$ cat config.mk
export PLATFORM = sky130hd
export DESIGN_NAME = icram_pipe
export DESIGN_NICKNAME = d
export VERILOG_FILES = /design/src/rtl/icram_pipe.sv
export SDC_FILE = /design/constraint.sdc
export NUM_CORES = 2
export LEC_CHECK = 0
export ABC_AREA = 0
export CELL_PAD_IN_SITES_DETAIL_PLACEMENT = 0
export CELL_PAD_IN_SITES_GLOBAL_PLACEMENT = 1
export CORE_MARGIN = 3
export CORE_UTILIZATION = 43
export CTS_CLUSTER_SIZE = 16
export DETAILED_ROUTE_END_ITERATION = 16
export PLACE_DENSITY = 0.63
export SLEW_MARGIN = 20
export SYNTH_ARGS = -nofsm -noshare
export SYNTH_HDL_FRONTEND = slang
export SYNTH_SLANG_ARGS = --single-unit
$ cat constraint.sdc
create_clock -name clk -period 5.8 [get_ports clk]
set_input_delay 0.58 -clock clk [delete_from_list [all_inputs] [get_ports clk]]
set_output_delay 0.58 -clock clk [all_outputs]
set_load 0.01 [all_outputs]
$ cat src/rtl/icram_pipe.sv
// icram_pipe: line-addressed I-cache data RAM with half-line writes, registered write-first reads and a post-reset clear sweep.
// Optional per-byte even parity when ICRAM_PARITY_EN is defined; the read data port is named dout.
module icram_pipe #(
  parameter int ADR_W = 6,
  parameter int DW = 64,
  parameter logic [7:0] INIT_VAL = 8'h00
) (
  input  logic             clk,
  input  logic             reset,
  input  logic [ADR_W-1:0] adr,
  input  logic [DW/2-1:0]  di,
  input  logic [1:0]       we,
  input  logic             enable,
  input  logic             par_flip,
  output logic [DW-1:0]    dout,
  output logic             rd_valid,
  output logic             init_done,
  output logic             par_err
);
  localparam int DEPTH = 2**ADR_W;
  localparam int NB = DW/8;
  localparam int HW = DW/2;
  typedef enum logic {INIT, RUN} state_t;
  state_t state, state_n;
  logic [ADR_W-1:0] ptr;
  logic [DW-1:0] mem [DEPTH];
  logic [DW-1:0] rd_line, wr_line, fwd_line;
  logic [ADR_W-1:0] wr_adr;
  logic [1:0] wr_en;
  logic access, par_err_n;
  always_comb begin
    state_n = (state == INIT && ptr == '1) ? RUN : state;
    access = state == RUN && enable;
    wr_adr = state == INIT ? ptr : adr;
    wr_en = state == INIT ? 2'b11 : (access ? we : 2'b00);
    wr_line = state == INIT ? {NB{INIT_VAL}} : {di, di};
    rd_line = mem[adr];
    fwd_line = {we[1] ? di : rd_line[DW-1:HW], we[0] ? di : rd_line[HW-1:0]};
  end
  assign init_done = state == RUN;
  always_ff @(posedge clk) begin
    if (wr_en[1]) mem[wr_adr][DW-1:HW] <= wr_line[DW-1:HW];
    if (wr_en[0]) mem[wr_adr][HW-1:0] <= wr_line[HW-1:0];
  end
`ifdef ICRAM_PARITY_EN
  logic [NB-1:0] par [DEPTH];
  logic [NB-1:0] rd_par, wr_par, mism;
  logic flip;
  always_comb begin
    flip = state == RUN && par_flip;
    rd_par = par[adr];
    wr_par = '0;
    mism = '0;
    for (int j = 0; j < NB; j++) begin
      wr_par[j] = (^wr_line[8*j +: 8]) ^ flip;
      mism[j] = rd_par[j] ^ (^rd_line[8*j +: 8]);
    end
    // freshly written halves are forwarded with good parity, so mask them out
    par_err_n = |(mism & {{(NB/2){~we[1]}}, {(NB/2){~we[0]}}});
  end
  always_ff @(posedge clk) begin
    if (wr_en[1]) par[wr_adr][NB-1:NB/2] <= wr_par[NB-1:NB/2];
    if (wr_en[0]) par[wr_adr][NB/2-1:0] <= wr_par[NB/2-1:0];
  end
`else
  logic unused_par_flip;
  assign unused_par_flip = par_flip;
  assign par_err_n = 1'b0;
`endif
  always_ff @(posedge clk) begin
    if (reset) begin
      state <= INIT;
      ptr <= '0;
      dout <= '0;
      rd_valid <= 1'b0;
      par_err <= 1'b0;
    end else begin
      state <= state_n;
      ptr <= state == INIT ? ptr + 1'b1 : ptr;
      rd_valid <= access;
      if (access) begin
        dout <= fwd_line;
        par_err <= par_err_n;
      end
    end
  end
endmodule

### Yosys cells after proc, flatten, opt, wreduce, memory -nomap -nowiden

Memories as Yosys holds them, arrays and structs flattened. A register that Yosys moved wholly into a read port is not among the register bits.
Index checks and enable logic that the tools add are counted.
Widths: inputs -> output; s select.

| storage, ports and cells | value |
|---|---|
| word-level logic and storage cells | 17 |
| RAM bits | 4,096 |
| memories kept | 1 |
| flip-flop bits (word level) | 8 |
| output and inout port bits | 67 |

| operators by class | value |
|---|---|
| reduce and logical (&&, ||, !) cells | 2 |
| bitwise gates (word level) | 1 |
| eq/ne operators | 1 |
| multiplexer cells | 8 |
| add/sub/neg operators | 1 |

Memories:

| name | words | bits a word | read ports | clocked after memory_dff | write ports | RTL line | text |
|---|---|---|---|---|---|---|---|
| mem | 64 | 64 | 1 | 1 | 1 | 26 | `logic [DW-1:0] mem [DEPTH];` |

Operators by type and width:

| kind | number |
|---|---|
| $mux 64 | 1 |
| $add 6x1->6 const B | 1 |
| $eq 6x6->1 const B | 1 |
| $mux 6 | 1 |
| $mux 1 | 4 |
| $mux 2 | 2 |
| $logic_and 1x1->1 | 2 |
| $not 1->1 | 1 |

### Longest topological paths before layout

| depth | value |
|---|---|
| word-level depth | 5 |
| mapped depth | 10 |

### Worst setup path after synthesis

No wires, ideal clock.

| timing path | value |
|---|---|
| path type | register to register |
| start | register state, in the netlist init_done |
| end | memory mem[0][22], data pin |
| data arrival time | 3.127 ns |
| data required time | 5.266 ns |
| cell stages (with the launch flop) | 6 |
| library setup time | 0.534 ns |
| setup slack | 2.140 ns |
| clock period less this slack | 3.660 ns |
| path through | dfxtp_1 -> buf_2 -> buf_1 -> clkbuf_1 -> clkbuf_1 -> and2_1 |

| between the ends | value |
|---|---|
| word-level cells in the longest chain between the ends | 1 |

RTL lines:

| item | RTL line | text |
|---|---|---|
| start: declaration | 24 | `state_t state, state_n;` |
| start signal: assignment | 78 | `state <= state_n;` |
| $mux 64 | 36 | `wr_line = state == INIT ? {NB{INIT_VAL}} : {di, di};` |
| net wr_line[22] | 27 | `logic [DW-1:0] rd_line, wr_line, fwd_line;` |
| end: declaration | 26 |  |

The timed path passes the listed nets, and every way through them passes these cells.

### Final worst setup path

| timing path | value |
|---|---|
| start | register state, in the netlist init_done |
| end | memory mem[56][16] (enable) |

| between the ends | value |
|---|---|
| word-level cells in the longest chain between the ends | 5 |
| elaborated cells between the ends (all ways) | 6 |
| classes of those cells | 5 x mux; 1 x reduce/logical |

RTL lines:

| item | RTL line | text |
|---|---|---|
| $logic_and 1x1->1 | 33 | `access = state == RUN && enable;` |
| $mux 2 (2 in series) | 35 | `wr_en = state == INIT ? 2'b11 : (access ? we : 2'b00);` |
| $mux 1 | 43 | `if (wr_en[0]) mem[wr_adr][HW-1:0] <= wr_line[HW-1:0];` |
| $mux 1 (implied by the code) | 43 |  |

Several ways; a longest one is shown, not always the timed one.

==> impl_metrics.toml <==
[setup_path]
path_common_cell = "buf_4"
worstSetupPathType = "reg -> reg"
r2r_slack_ns = 2.24
end_kind = "flip-flop"
r2r_start = "init_done"
cp_max_fo = 38
reg2reg_depth = 7
start_kind = "flip-flop"
critPathRequiredTime_ns = 6.35
cp_slowest_cell = "nand2_2"
max_stage_delay_ns = 0.61
r2r-end = "mem[56][16]"
crit_chain = "buf_4 -> nand2b_1 -> o32ai_1 -> nand2_2 -> buf_4 -> nor2_4 -> buf_4"
arrival_ns = 4.10

[placement]
place_hpwl_um = 248000
gp_congestion = 0.798
placed_cells = 12100
io_buffers = 108
pre_cts_slack_ns = 1.36

[hold_path]
hold_class = "in -> reg"
hold_path_end = "init_done"
hold_depth = 2
hp-start = "reset"

[floorplanning]
core-area_um2 = 367000
initial_core_util = 0.434
io_pins = 111
die_y_um = 614
num_rows = 222
dieWidth_um = 614
die_area_um2 = 378000

[global_route]
grt_max_degree = 107
grt_pass1_wl_um = 608000
antenna_found_initial = 38
grtUsageTotal = 0.228
grt_overflow_total = 0
grt_pass1_vias = 77300

[drt]
firstDrtPassIters = 6
post-route-drc-count = 0
drt-total-wl_um = 434000
vias_per_cell = 5.97
num_vias = 76700
final_antenna_net_count = 0
drt-initial-drc-count = 10300
wl_per_cell_um = 33.8

[job]
maxCapViolations = 0

[logic_synthesis]
seq_area_frac_synth = 0.782
synthCells = 7133
synth.avg_cell_area_um2 = 22.3
synth.distinct_cells = 48
ys_async_sr_fraction = 0
syn-num-nets = 7178
ys.flop_type = "edfxtp_1"
yosysWarnings = 0
ys_ff_latch = 4168
yosysMostFrequentCell = "edfxtp_1"
yosysTopAreaCell = "edfxtp_1"
synth_area_leaders = "edfxtp_1 77%, mux4_2 14%, mux2i_1 1.2%"
synth_area_um2 = 159000
synth_edf_count = 4096
synth_top_cells_by_count = "4,096 x edfxtp_1, 1,021 x mux4_2, 347 x nand2_1"
synth_top_area_frac = 0.773

[cts]
hold_buffers = 0
cts_tree = "yes"
post_cts_buffers = 0
clk_pin_slew_ns = 0.06
clock_tree.root_cell = "clkbuf_16"
cts_buffers = 413
clkLatencyLatePin_ns = 0.95
cts_resized = 0
cts_buffer_depth = 4
clock_sinks = 4168
htreeDepth = 5

[sta]
max_clock_freq_mhz = 281
period_needed_ns = 3.56
hold_ws_ns = 0.351
tightestPinTransition_ns = 1.20
rsz0062_at_grt = "false"
setup_viol = 0
finClkSkew_ns = 0.0460
slew_violations = 0
finalCritPeriodShare = 0.613
relSlewSlack = 0.195
finalHoldViolCount = 0
tns_ns = 0
timing.final.ws_setup_ns = 2.24

[power]
power_density_nw_per_um2 = 338
ir_drop_mv = 0.284
p_leak_nw = 59.8

[run_status]
outcome = "finished, final reports clean"

[finish]
syn2layout_area_growth_pct = 14.3
drive_gt1_frac = 0.270
post-route-util = 0.496
fin_cells = 12900
final_nets = 7609
-- report_power, final --
group          switching, W  leakage (nW)  total, W  internal (W)
registers         0.0000341          40.4    0.0328        0.0327
clock network        0.0112          6.55    0.0266        0.0153
logic               0.00130          12.8   0.00220      0.000898
total                0.0126          59.8    0.0615        0.0490
-- critical path: cells and delay by family (launching register included) --
kind / cells / cell delay, ns
AOI/OAI and AO/OA: 1 / 0.29
and+or+nand+nor: 3 / 0.93
DFF: 1 / 0.34
buffers and inverters: 3 / 1.53
-- layer usage --
layer  part of all wire  track usage  vias to the layer above
met5            0.00020            0                        -
met4              0.027       0.0594                       12
met3              0.086       0.0444                      562
met2               0.48        0.361                     3315
met1               0.41        0.326                    41700
li1                   -            -                    31100
-- per-stage QoR --
step / cell area [µm²] / power, W
after floorplan: 159000 / 0.0349
after global placement: 168000 / 0.0356
after detailed placement: 168000 / 0.0357
after CTS: 182000 / 0.0620
after global routing: 182000 / 0.0633
final: 182000 / 0.0615
-- flip-flops by register name, summed over array words and instances (netlist names) --
register / count
ptr: 6
init_done: 1
mem: 4096
dout: 64
rd_valid: 1
-- layout by cell type (no fill, tap or decap), types with 84 or more instances in the layout --
cell type        instances
edfxtp_1              4096
mux4_2                1021
clkbuf_16              423
nand2_1                339
buf_4                  267
mux2i_1                197
a22oi_1                194
nor2_4                 129
a211oi_1               129
a21oi_1                124
clkdlybuf4s50_1        101
clkinv_1                98
clkbuf_1                84
-- cells by family after synthesis --
| group | share of synthesized area |
|---|---|
| flops | 0.782 |
| fa+ha+maj | 0.0000786 |
| xor+xnor | 0.000220 |
| mux | 0.157 |
| simple gates | 0.0158 |
| compound gates | 0.0297 |
| other cells | 0.0000236 |
| buf+inv | 0.0157 |
-- worst max path at each step --
stage	start	to	cells after the start
after floorplan	init_done	mem[0][22]	5
after global placement	adr[4]	mem[58][62]	6
after detailed placement	adr[4]	mem[58][62]	6
after CTS	init_done	mem[18][58]	7
after global routing	init_done	mem[18][58]	7
final	init_done	mem[56][16]	7
-- final cells by class --
type / instances / area, µm²
Timing Repair Buffer: 438 / 4380
Clock buffer: 517 / 11000
Clock inverter: 241 / 2360
Sequential cell: 4168 / 124000
Fill cell: 29400 / 185000
Inverter: 36 / 138
Multi-Input combinational cell: 2507 / 33400
Tap cell: 4928 / 6170
Antenna cell: 19 / 47.5
Power figures use the tool's default switching activity.
